## src/rtl/shift_seq_ctrl_pkg.sv

```systemverilog
// rtl/shift_seq_ctrl_pkg.sv - shared op/state encodings and pipeline polarity constants
package shift_seq_ctrl_pkg;

  typedef enum logic [1:0] {
    SHOP_SLL  = 2'b00,
    SHOP_SRL  = 2'b01,
    SHOP_SRA  = 2'b10,
    SHOP_ROTR = 2'b11
  } shop_e;

  typedef enum logic [1:0] {
    SHST_IDLE  = 2'b00,
    SHST_SHIFT = 2'b01,
    SHST_DONE  = 2'b10
  } shst_e;

  // Polarities expected by the pipeline stall controller.
  localparam logic STALL_ON  = 1'b1;
  localparam logic STALL_OFF = 1'b0;
  localparam logic READY_ON  = 1'b1;
  localparam logic READY_OFF = 1'b0;

  // Width of a 0..step shift amount.
  function automatic int amt_width(input int step);
    return $clog2(step) + 1;
  endfunction

endpackage

```

## src/rtl/shift_seq_ctrl_shift_step.sv

```systemverilog
// rtl/shift_seq_ctrl_shift_step.sv - combinational 0..STEP position shifter with op-dependent fill
module shift_step
  import shift_seq_ctrl_pkg::*;
#(
  parameter int DATA_W = 32,
  parameter int STEP   = 4,
  parameter int AMT_W  = amt_width(STEP)
) (
  input  logic [DATA_W-1:0] acc_i,
  input  shop_e             op_i,
  input  logic              sign_i,
  input  logic [AMT_W-1:0]  amt_i,
  output logic [DATA_W-1:0] result_o
);

  localparam logic [DATA_W-1:0] ONES = '1;

  // One mux level per amount bit, each shifting by a fixed power of two.
  always_comb begin
    result_o = acc_i;
    for (int i = 0; i < AMT_W; i++) begin
      if (amt_i[i]) begin
        case (op_i)
          SHOP_SLL: result_o = result_o << (1 << i);
          SHOP_SRL: result_o = result_o >> (1 << i);
          SHOP_SRA: result_o = (result_o >> (1 << i)) |
                               (sign_i ? ~(ONES >> (1 << i)) : '0);
          default:  result_o = (result_o >> (1 << i)) |
                               (result_o << (DATA_W - (1 << i)));
        endcase
      end
    end
  end

endmodule

```

## src/rtl/shift_seq_ctrl.sv

```systemverilog
// rtl/shift_seq_ctrl.sv - multi-cycle stepped shift sequencer with pipeline stall request
module shift_seq_ctrl
  import shift_seq_ctrl_pkg::*;
#(
  parameter int DATA_W = 32,
  parameter int STEP   = 4
) (
  input  logic              clk,
  input  logic              rst,
  input  logic              start_i,
  input  logic              annul_i,
  input  logic [1:0]        op_i,
  input  logic [DATA_W-1:0] data_i,
  input  logic [4:0]        sa_i,
  output logic [DATA_W-1:0] result_o,
  output logic              ready_o,
  output logic              stallreq_o
);

  localparam int         AMT_W    = amt_width(STEP);
  localparam logic [4:0] STEP_REM = 5'(STEP);

  shst_e             state_q, state_d;
  logic [DATA_W-1:0] acc_q, acc_d;
  logic [4:0]        rem_q, rem_d;
  shop_e             op_q, op_d;
  logic              sign_q, sign_d;

  logic [AMT_W-1:0]  step_amt;
  logic [DATA_W-1:0] step_acc;

  // Never shift further than the remaining count in one cycle.
  assign step_amt = (rem_q > STEP_REM) ? AMT_W'(STEP) : rem_q[AMT_W-1:0];

  shift_step #(
    .DATA_W (DATA_W),
    .STEP   (STEP),
    .AMT_W  (AMT_W)
  ) u_shift_step (
    .acc_i    (acc_q),
    .op_i     (op_q),
    .sign_i   (sign_q),
    .amt_i    (step_amt),
    .result_o (step_acc)
  );

  // Sequencer: next state, datapath updates and gated outputs; annul wins over all.
  always_comb begin
    state_d    = state_q;
    acc_d      = acc_q;
    rem_d      = rem_q;
    op_d       = op_q;
    sign_d     = sign_q;
    ready_o    = READY_OFF;
    result_o   = '0;
    stallreq_o = STALL_OFF;

    if (annul_i) begin
      state_d = SHST_IDLE;
      acc_d   = '0;
      rem_d   = '0;
    end else begin
      case (state_q)
        SHST_IDLE: begin
          if (start_i) begin
            acc_d      = data_i;
            rem_d      = sa_i;
            op_d       = shop_e'(op_i);
            sign_d     = data_i[DATA_W-1];
            state_d    = (sa_i == 5'd0) ? SHST_DONE : SHST_SHIFT;
            stallreq_o = STALL_ON;
          end
        end
        SHST_SHIFT: begin
          acc_d      = step_acc;
          rem_d      = rem_q - 5'(step_amt);
          stallreq_o = STALL_ON;
          if (rem_q <= STEP_REM) begin
            state_d = SHST_DONE;
          end
        end
        SHST_DONE: begin
          ready_o  = READY_ON;
          result_o = acc_q;
          state_d  = SHST_IDLE;
        end
        default: begin
          state_d = SHST_IDLE;
        end
      endcase
    end
  end

  // State and datapath registers, cleared asynchronously by reset.
  always_ff @(posedge clk or posedge rst) begin
    if (rst) begin
      state_q <= SHST_IDLE;
      acc_q   <= '0;
      rem_q   <= '0;
      op_q    <= SHOP_SLL;
      sign_q  <= 1'b0;
    end else begin
      state_q <= state_d;
      acc_q   <= acc_d;
      rem_q   <= rem_d;
      op_q    <= op_d;
      sign_q  <= sign_d;
    end
  end

endmodule

```

## config.mk

```make
export PLATFORM = sky130hd
export DESIGN_NAME = shift_seq_ctrl
export DESIGN_NICKNAME = d
export VERILOG_FILES = /design/src/rtl/shift_seq_ctrl_pkg.sv /design/src/rtl/shift_seq_ctrl_shift_step.sv /design/src/rtl/shift_seq_ctrl.sv
export SDC_FILE = /design/constraint.sdc
export NUM_CORES = 1
export LEC_CHECK = 0
export ABC_AREA = 1
export BUFFER_PORTS_ARGS = -buffer_cell sky130_fd_sc_hd__buf_2
export CAP_MARGIN = 5
export CELL_PAD_IN_SITES_DETAIL_PLACEMENT = 1
export CELL_PAD_IN_SITES_GLOBAL_PLACEMENT = 1
export CORE_ASPECT_RATIO = 0.6
export CORE_MARGIN = 1.5
export CORE_UTILIZATION = 36
export CTS_CLUSTER_SIZE = 16
export DETAILED_ROUTE_END_ITERATION = 8
export GPL_ROUTABILITY_DRIVEN = 1
export PLACE_DENSITY = 0.82
export SLEW_MARGIN = 20
export SYNTH_ARGS = -nofsm -noshare
export SYNTH_HDL_FRONTEND = slang
export SYNTH_HIERARCHICAL = 1
export SYNTH_SLANG_ARGS = --single-unit
export TNS_END_PERCENT = 30
```

## constraint.sdc

```tcl
create_clock -name clk -period 2.4 [get_ports clk]
set_input_delay 0.48 -clock clk [delete_from_list [all_inputs] [get_ports clk]]
set_output_delay 0.48 -clock clk [all_outputs]
set_load 0.005 [all_outputs]
```

==> summary.md <==
The max-slew headroom at the worst pin is 0.535, and the maximum number of pins on one net before global-route repair is 49. The tools report the register area share after synthesis as 0.235. The congestion estimate from routability-driven global placement came to 0.926. The share of the synthesized area in the top cell type is 0.235, and the wire length of the first global-routing pass is 28,700 um. The cell type with the largest total area after synthesis is dfrtp_1. The post-synthesis net count was 788; the floorplan die height was 89.4 um. STA puts the critical path data required time at 2.62 ns. The total count of max-transition violations in the final report is 0, and the initial cell density of the core is 0.370.

Worst hold path class: input port to async pin. TritonCTS created 5 clock buffers. The total routed wirelength was 22,200 um. The slowest stage of the critical path is the dfrtp_1 cell. The run gives 0.278 as the all-layer global routing usage. The logs give 0 for the number of hold violations in the final report and 2 for the maximum buffer depth of the clock tree. The H-tree was split into 2 levels.

Data arrives at the worst endpoint at 2.75 ns. The flow ran to the end, but the final reports show violations. Setup repair after global routing could not meet its margin everywhere.

The cell area that synthesis handed to floorplanning was 4480 sq um. The tool flagged a number of max-cap violations equal to 0. Across all hold checks on the routed design, the worst slack comes to 0.199 ns. TritonCTS built the clock tree. The via count of the routed design came out at 6,161. The element type at the critical path end was a flop. By startpoint and endpoint, the worst setup path is classified as flop to flop. The maximum cell stage delay along the critical path is 0.42 ns, and the count of routing violations after the opening detailed-route iteration is 733. Buffers inserted to repair hold after CTS numbered 0. The number of top-level pins is 77, and the cell row count is 31. The number of antenna violations at the first check in global routing is 1. In this run the remaining antenna-violating nets after routing total 0. The tools report the worst-case setup margin in the final layout as -0.125 ns.

Setup violations remaining at the end of the flow were counted as 26. Walking the worst path, the cells encountered are nor3_4 > inv_2 > nor2_4 > buf_12 > buf_12 > buf_6 > o211ai_1 > nand3_1 > nand3_1 > o211ai_1 > or2_4 > o211ai_1 > o21ai_1. The number of buffers and inverters on the critical path is 4. After floorplanning, the core was sized to cover 12,100 sq um. Slew at the pin closest to its max-slew limit: 0.696 ns. Dividing total power by cell area gives a power density of 627 nW/um^2. Timing would allow up to 0.396 GHz. The most frequent cell on the critical path is o211ai_1.

Detailed placement ended at an HPWL of 13,100 um. Overall power after layout: 3.92 mW. The per-cell via count in the routed design works out to 6.15.

Summed over all layers, the global routing overflow is 0. Across the VDD grid, the largest voltage drop is 0.341 mV. The final layout contains 880 nets. Relative to the synthesized area, the layout overhead comes to 39.7%. The clock root buffer is clkbuf_16. After synthesis, the netlist uses 36 different library cells. The Yosys step of the flow raised 6 warnings.

The fraction of layout cells with a size suffix above 1 is 0.337, and the post-route fraction of the period consumed by the critical path is 1.05. The static power due to leakage is 2.86 nW. Later-pin clock latency in the skew report: 0.30 ns. After clock tree synthesis, the clock-pin slew on the worst setup and hold paths is 0.07 ns. Top cell family by delay on the critical path: simple AND/OR/NAND/NOR gates. The first detailed-routing pass took 5 iterations. Mean instance size in the synthesized netlist: 6.03 sq um. Counting flops and latches in the post-synthesis netlist gives 42.

Via count of the first global-routing pass: 5,366. The run gives 0.517 as the core occupancy in the finished layout. The startpoint type of the worst setup path is a flop. Clock tree synthesis found a total of 42 sinks. For the cell count after synthesis, the log shows 743. The final reports fail on negative setup slack. The post-route clock skew was 0.00830 ns; the horizontal die dimension was 147 um. 0 antenna diodes ended up in the layout. Ranked by total cell area, the synthesized netlist is headed by dfrtp_1, nand3_1, nand2_1. The shortest clock period the worst path allows after layout is 2.53 ns.

The number of I/O port buffers is 76. The post-detailed-route wirelength per cell came out at 22.2 um. After routing, the total negative slack on setup checks comes to -1.28 ns. For this run, design rule violations remaining after detail routing come to 0. The critical-path maximum fanout is 5, and the area enclosed by the die boundary is 13,100 sq um.
## cells in the mapped netlist
master and n:
o21ai_1 12, o211ai_2 2, or2_1 20, ha_1 2, or2_2 10, buf_4 2, buf_6 7, a31oi_1 1
a21o_1 1, o21a_1 1, inv_1 84, dfrtp_1 42, nand3_1 141, nand4_1 44, nor3_1 2, or2_0 3
clkbuf_1 13, nor2_1 49, nand3_2 1, o21ai_2 1, o211ai_1 39, o22ai_1 1, o21ai_0 45, clkbuf_2 1
and2_1 1, nand2_2 1, clkinv_1 2, buf_1 3, nor2_2 2, buf_2 19, nor2_4 3, nand2_1 167
inv_2 1, a21oi_1 17, conb_1 2, nand2_4 1
## cells by family (layout without fill, tap and decap cells)
| group | after synthesis | in the layout | synth area share |
|---|---|---|---|
| fa+ha+maj | 2 | 2 | 0.00559 |
| other cells | 2 | 2 | 0.00168 |
| flops | 42 | 42 | 0.235 |
| buf+inv | 132 | 225 | 0.130 |
| compound gates | 120 | 120 | 0.162 |
| simple gates | 445 | 445 | 0.466 |
## where the power goes
group | switching [mW] | internal [mW]
combinational | 1.50 | 0.778
clock | 0.312 | 0.414
sequential | 0.121 | 0.796
total | 1.94 | 1.99
## layout make-up
| cell class | instances | area, sq um |
|---|---|---|
| Clock buffer | 7 | 143 |
| Clock inverter | 1 | 5.00 |
| Fill cell | 1613 | 5850 |
| Multi-Input combinational cell | 569 | 3440 |
| Inverter | 87 | 337 |
| Tap cell | 165 | 206 |
| Timing Repair Buffer | 130 | 1070 |
| Sequential cell | 42 | 1050 |
## worst register-to-register path, cell delays in order, from the launching register on
cell	delay, ns
dfrtp_1	0.42
nor3_4	0.27
inv_2	0.12
nor2_4	0.14
buf_12	0.15
buf_12	0.15
buf_6	0.13
o211ai_1	0.18
nand3_1	0.22
nand3_1	0.10
o211ai_1	0.22
or2_4	0.18
o211ai_1	0.08
o21ai_1	0.10
## state kept, by name (all words and copies together), names as in the netlist
signal,flops
rem_q,5
state_q,2
sign_q,1
acc_q,32
op_q,2
## worst paths after layout
path,start,end,slack (ns),cells after the start
max in group asynchronous,rst,op_q[1],1.84,3
min reg2reg,sign_q,sign_q,0.54,2
max reg2reg,rem_q[2],acc_q[23],-0.13,13
min in group clk,op_i[0],op_q[0],0.43,3
min,rst,acc_q[23],0.20,3
max,rem_q[2],acc_q[23],-0.13,13
## stage by stage
step / std cells / setup slack [ns] / cell area, sq um
after floorplan: 743 / 0.0759 / 4480
after global placement: 977 / -0.0180 / 5180
after detailed placement: 977 / -0.148 / 5180
after CTS: 987 / -0.0320 / 5360
after global routing: 1001 / -0.231 / 6250
final: 1001 / -0.125 / 6250
## metal layers
layer / routed length (um) / GRT usage / share of wire
met5: 9 / 0 / 0.00040
met4: 549 / 0.0455 / 0.025
met3: 1970 / 0.0439 / 0.088
met2: 9710 / 0.415 / 0.44
met1: 9990 / 0.423 / 0.45
## layout by cell type (no fill, tap or decap), types with 5 or more instances in the layout
cell,synthesis,layout
a21oi_1,17,10
a21oi_2,0,7
buf_12,0,11
buf_2,19,76
buf_4,2,29
buf_6,7,5
clkbuf_16,0,11
dfrtp_1,42,40
inv_1,84,79
nand2_1,167,129
nand2_2,1,32
nand2_4,1,7
nand3_1,141,84
nand3_2,1,51
nand3_4,0,7
nand4_1,44,44
nor2_1,49,43
nor2_4,3,8
o211ai_1,39,39
o21ai_0,45,28
o21ai_1,12,22
o21ai_2,1,8
or2_1,20,21
or2_2,10,5
or2_4,0,5
## repair_timing
item                                    in CTS  in global routing
cloned                                       0                  7
setup buffers                                2                  7
endpoints found under the setup margin      21                 32
gates resized for setup                      4                184
pin swaps                                    0                 48
Note: power is estimated with default switching activity, not from simulation.
